### src/rtl/branch_predictor_pkg.sv
// Shared types for the branch predictor: 2-bit direction counter states.
// Latency: n/a (types only).
// Backpressure: n/a.
package bp_types;

    typedef enum logic [1:0] {
        SNT = 2'b00,
        WNT = 2'b01,
        WT  = 2'b10,
        ST  = 2'b11
    } bht_state_t;

    localparam bht_state_t BHT_RESET = WNT;

endpackage

### src/rtl/branch_predictor_sat_counter2.sv
// Next-state logic for one 2-bit saturating direction counter.
// Latency: purely combinational.
// Backpressure: none, stateless.
module sat_counter2
    import bp_types::*;
(
    input  bht_state_t state,
    input  logic       taken,
    output bht_state_t next_state
);

    // Step one state towards ST on taken, towards SNT otherwise, sticking at the ends.
    always_comb begin
        next_state = state;
        case (state)
            SNT: next_state = taken ? WNT : SNT;
            WNT: next_state = taken ? WT  : SNT;
            WT:  next_state = taken ? ST  : WNT;
            ST:  next_state = taken ? ST  : WT;
            default: next_state = BHT_RESET;
        endcase
    end

endmodule

### src/rtl/branch_predictor.sv
// Direction predictor + BTB: fetch-side prediction, EX-side training, mispredict detect, perf counters.
// Latency: predictions and mispredict are combinational; table/counter updates visible next cycle.
// Backpressure: none; accepts one query and one resolving branch every cycle.
module branch_predictor
    import bp_types::*;
#(
    parameter int IDX_BITS = 5,
    parameter int TAG_BITS = 8
) (
    input  logic        clk,
    input  logic        rst,
    input  logic [31:0] if_pc,
    output logic        pred_taken,
    output logic [31:0] pred_target,
    input  logic        ex_valid,
    input  logic [31:0] ex_pc,
    input  logic        ex_br_en,
    input  logic [31:0] ex_target,
    input  logic        ex_pred_taken,
    input  logic [31:0] ex_pred_target,
    output logic        mispredict,
    output logic [31:0] redirect_pc,
    output logic [31:0] br_count,
    output logic [31:0] mispred_count
);

    localparam int ENTRIES = 1 << IDX_BITS;

    bht_state_t          ctr    [ENTRIES];
    logic [ENTRIES-1:0]  valid;
    logic [TAG_BITS-1:0] tag    [ENTRIES];
    logic [31:0]         target [ENTRIES];

    logic [IDX_BITS-1:0] if_idx;
    logic [IDX_BITS-1:0] ex_idx;
    logic [TAG_BITS-1:0] if_tag;
    logic [TAG_BITS-1:0] ex_tag;
    logic [1:0]          if_ctr;
    logic                if_hit;
    bht_state_t          ctr_next;

    assign if_idx = if_pc[IDX_BITS+1:2];
    assign if_tag = if_pc[IDX_BITS+TAG_BITS+1:IDX_BITS+2];
    assign ex_idx = ex_pc[IDX_BITS+1:2];
    assign ex_tag = ex_pc[IDX_BITS+TAG_BITS+1:IDX_BITS+2];

    // Fetch-side lookup reads the current table state; a same-cycle write is not bypassed.
    assign if_ctr      = ctr[if_idx];
    assign if_hit      = valid[if_idx] && (tag[if_idx] == if_tag);
    assign pred_taken  = if_hit && if_ctr[1];
    assign pred_target = pred_taken ? target[if_idx] : if_pc + 32'd4;

    // A taken prediction with the wrong target is still a mispredict.
    assign mispredict  = ex_valid &&
                         ((ex_br_en != ex_pred_taken) ||
                          (ex_br_en && ex_pred_taken && (ex_target != ex_pred_target)));
    assign redirect_pc = ex_br_en ? ex_target : ex_pc + 32'd4;

    sat_counter2 u_sat_counter2 (
        .state      (ctr[ex_idx]),
        .taken      (ex_br_en),
        .next_state (ctr_next)
    );

    // Direction counters and valid bits; counters train without a tag check, so aliases share them.
    always_ff @(posedge clk) begin
        if (rst) begin
            for (int i = 0; i < ENTRIES; i++) begin
                ctr[i] <= BHT_RESET;
            end
            valid <= '0;
        end else if (ex_valid) begin
            ctr[ex_idx] <= ctr_next;
            if (ex_br_en) begin
                valid[ex_idx] <= 1'b1;
            end
        end
    end

    // BTB tag/target payload; contents are meaningless until valid is set, so no reset.
    always_ff @(posedge clk) begin
        if (!rst && ex_valid && ex_br_en) begin
            tag[ex_idx]    <= ex_tag;
            target[ex_idx] <= ex_target;
        end
    end

    // Performance counters, free-running modulo 2^32.
    always_ff @(posedge clk) begin
        if (rst) begin
            br_count      <= '0;
            mispred_count <= '0;
        end else begin
            if (ex_valid) begin
                br_count <= br_count + 32'd1;
            end
            if (mispredict) begin
                mispred_count <= mispred_count + 32'd1;
            end
        end
    end

endmodule
### config.mk
export PLATFORM = sky130hd
export DESIGN_NAME = branch_predictor
export DESIGN_NICKNAME = d
export VERILOG_FILES = /design/src/rtl/branch_predictor_pkg.sv /design/src/rtl/branch_predictor_sat_counter2.sv /design/src/rtl/branch_predictor.sv
export SDC_FILE = /design/constraint.sdc
export NUM_CORES = 2
export LEC_CHECK = 0
export ABC_AREA = 1
export CAP_MARGIN = 10
export CORE_ASPECT_RATIO = 0.9
export CORE_MARGIN = 2
export CORE_UTILIZATION = 35
export DETAILED_ROUTE_END_ITERATION = 10
export SYNTH_ARGS = -nofsm -noshare
export SYNTH_HDL_FRONTEND = slang
export SYNTH_SLANG_ARGS = --single-unit
### constraint.sdc
create_clock -name clk -period 9.3 [get_ports clk]
set_input_delay 2.325 -clock clk [delete_from_list [all_inputs] [get_ports clk]]
set_output_delay 2.325 -clock clk [all_outputs]
set_load 0.01 [all_outputs]
==> flow_summary.ini <==
[synth]
postSynthCellCount = 5482
synth.most_common_cell = edfxtp_1
yosysTopAreaCell = edfxtp_1
yosys-top-cells-count = 1344 x edfxtp_1, 966 x nor2_1, 891 x nand2_1
ys.flop_type = edfxtp_1
synth_warnings = 0
synth.avg_cell_area_sq_um = 11.1
synth_nets = 5623
yosysTopAreaCellShare_pct = 66.1
yosys-top-cells-area = edfxtp_1 66%, nor2_1 5.9%, o21ai_0 5.7%
async_flop_share_pct = 0
synth-edff-count = 1344
ys_ff_latch = 1440
ys_types = 45
yosysSeqAreaShare_pct = 69.3
synth_area_sq_um = 61000

[floorplanning]
die_x_um = 444
die_area_sq_um = 178000
io_pins = 263
rows = 145
start_util_pct = 35.2
die_h_um = 400
core_area_sq_um = 173000

[timing]
fin_skew_ns = 0.0101
clock.fmax_ghz = 0.113
rsz0062_at_grt = false
period_share_pct = 95.2
fin_setup_tns_ns = 0
slew_violations = 0
final_hold_viol_count = 0
setup_violations = 0
slew_headroom_pct = 20.7
worst_pin_slew_ns = 1.19
hold_slack_ns = 0.456
period_minus_slack_ns = 8.86

[clock_network]
numCtsBuffers = 151
post_cts_resized = 0
clk_pin_slew_worst_paths_ns = 0.06
cts_setup_buffers = 0
hold_buffers = 0
htreeDepth = 4
cts_tree = built
root_buffer = clkbuf_16
cts.sinks = 1440
clkLatencyLatePin_ns = 0.80
ctsLongestPathBuffers = 3

[routing]
vias_per_cell = 5.49
wire_per_inst_um = 25.5
drc = 0
via_count = 44500
drtAntennaViolNets = 0
drtPass1Iterations = 7
dr.first_iter.drc_count = 5568
routed_wl_mm = 207

[pwr]
power_density_nw_per_um2 = 198
vdd_drop_max_mv = 0.201
clkPwrFrac_pct = 42.0
swShare_pct = 24.4
seq_power_share_pct = 50.5
p_comb_share_pct = 7.5
p_int_mw = 10.7
power_leakage_nw = 23.6
switchingPower_mw = 3.43

[setup_path]
critPathMaxStageDelay_ns = 0.81
path_depth = 18
r2r_cells = 12
ff2ff_setup_slack_ns = 6.58
crit_path_top_delay_cell = clkdlybuf4s50_1
r2r-start = ctr[20][1]
start_kind = primary input
cp_data_required_time_ns = 6.98
reg2reg_to = ctr[23][1]
cp_top_family = buffers and inverters
critPathBufInv = 6
cp.arrival_ns = 6.53
cp-end-kind = output pin
path_cells = clkdlybuf4s50_1 -> nand2_2 -> inv_4 -> nand3_1 -> nand2_1 -> nor2_1 -> nand2_1 -> nand2_1 -> nand2_1 -> nand2_1 -> inv_1 -> nand3_1 -> buf_4 -> nor2_4 -> buf_4 -> nor2_1 -> nor2_1 -> clkdlybuf4s50_1
critPathMostFrequentCell = nand2_1
criticalPathCategory = primary input to output pin
crit_fanout = 44

[hold_path]
hold_class = flip-flop to flip-flop
hold-path-endpoint = valid[22]
min-delay-start = valid[22]
hold_path_depth = 2

[cells_and_area]
register_area_sq_um = 42300
nNetsFinal = 5844
area_growth_pct = 16.7
drive_gt1_share_pct = 7.19
multiInputGateArea_sq_um = 16700
instances_no_fill = 8107
n_fill_cell = 16300

[global_routing]
grt_pass1_vias = 41600
globalRoute.totalOverflow = 0
antenna_found_initial = 6
grt_start_max_net_pins = 194
grt_usage_pct = 22.7
grt_first_pass_wirelength_mm = 295

[placement]
place_inst = 7828
place_congestion = 0.905
dp_hpwl_mm = 120
io_buffers = 262

[run]
maxCapViolCount = 0

[status]
outcome = finished, final reports clean
==> cells by family (layout without fill, tap and decap cells) <==
family | after synthesis | after routing | share of synthesized area (%)
DFF | 1440 | 1440 | 69.3
and+or+nand+nor | 2180 | 2180 | 14.3
AOI/OAI and AO/OA | 1224 | 1224 | 11.1
buffers and inverters | 532 | 877 | 3.78
xor gates and xnor gates | 98 | 98 | 1.41
other | 0 | 2 | 0
adders and majority gates | 8 | 8 | 0.164
==> placed cells by master (no fill, tap or decap), types with 96 or more instances in the layout <==
cell,synthesis,final
nand3_1,194,194
nor2_1,966,934
buf_4,30,128
clkdlybuf4s50_1,0,247
edfxtp_1,1344,1344
inv_1,191,189
a21oi_1,110,109
dfxtp_1,96,96
o22ai_1,276,276
o21ai_0,700,700
nand2_1,891,891
clkbuf_16,0,152
==> metal layers <==
layer | global-route usage, % | up-vias | share of wire, %
li1 | - | 19900 | -
met1 | 30.1 | 22100 | 40
met2 | 36.6 | 2166 | 47
met3 | 3.87 | 369 | 8.2
met4 | 10.2 | 6 | 4.8
met5 | 0 | - | 0.018
==> tightest hold or removal path, delay by kind of cell, from the launching register on <==
family          cells  cell delay (ns)
flops               1             0.32
simple gates        1             0.05
compound gates      1             0.05
==> metrics by stage <==
step,utilization [%],instance area [sq um],setup WS (ns),total power [mW]
2_1_floorplan,-,61000,2.82,7.78
3_3_place_gp,38.3,66400,0.537,8.29
3_5_place_dp,38.3,66400,0.503,8.30
4_1_cts,41.0,71200,0.497,14.1
5_1_grt,41.0,71200,0.348,14.5
6_report,41.1,71200,0.445,14.1
==> worst max-delay path by stage <==
stage | startpoint | slack, ns | end
final | if_pc[5] | 0.44 | pred_target[11]
after CTS | if_pc[5] | 0.50 | pred_target[11]
after floorplan | if_pc[2] | 2.82 | pred_target[28]
after detailed placement | if_pc[5] | 0.50 | pred_target[11]
after global routing | if_pc[5] | 0.35 | pred_target[11]
after global placement | if_pc[5] | 0.54 | pred_target[11]
==> registers in the layout (all words and copies together), names as in the netlist <==
register,flops
br_count,32
ctr,64
mispred_count,32
tag,256
target,1024
valid,32
==> final cells by class <==
cell class / count / area share, %
multi-input cells: 3510 / 23.4
flip-flops and latches: 1440 / 59.4
repair buffers: 401 / 5.31
well taps: 2278 / 4.00
diodes: 2 / 0.00703
clock inverters: 81 / 1.14
clock buffers: 196 / 5.63
inverters: 199 / 1.10
==> power by group through the flow <==
stage / clock [mW] / combinational [mW] / sequential (mW)
after floorplan: 0 / 0.526 / 7.26
after global placement: 0 / 1.04 / 7.25
after detailed placement: 0 / 1.04 / 7.26
after CTS: 5.96 / 1.05 / 7.12
after global routing: 6.21 / 1.13 / 7.12
final: 5.91 / 1.05 / 7.12
Power figures use the tool's default switching activity.
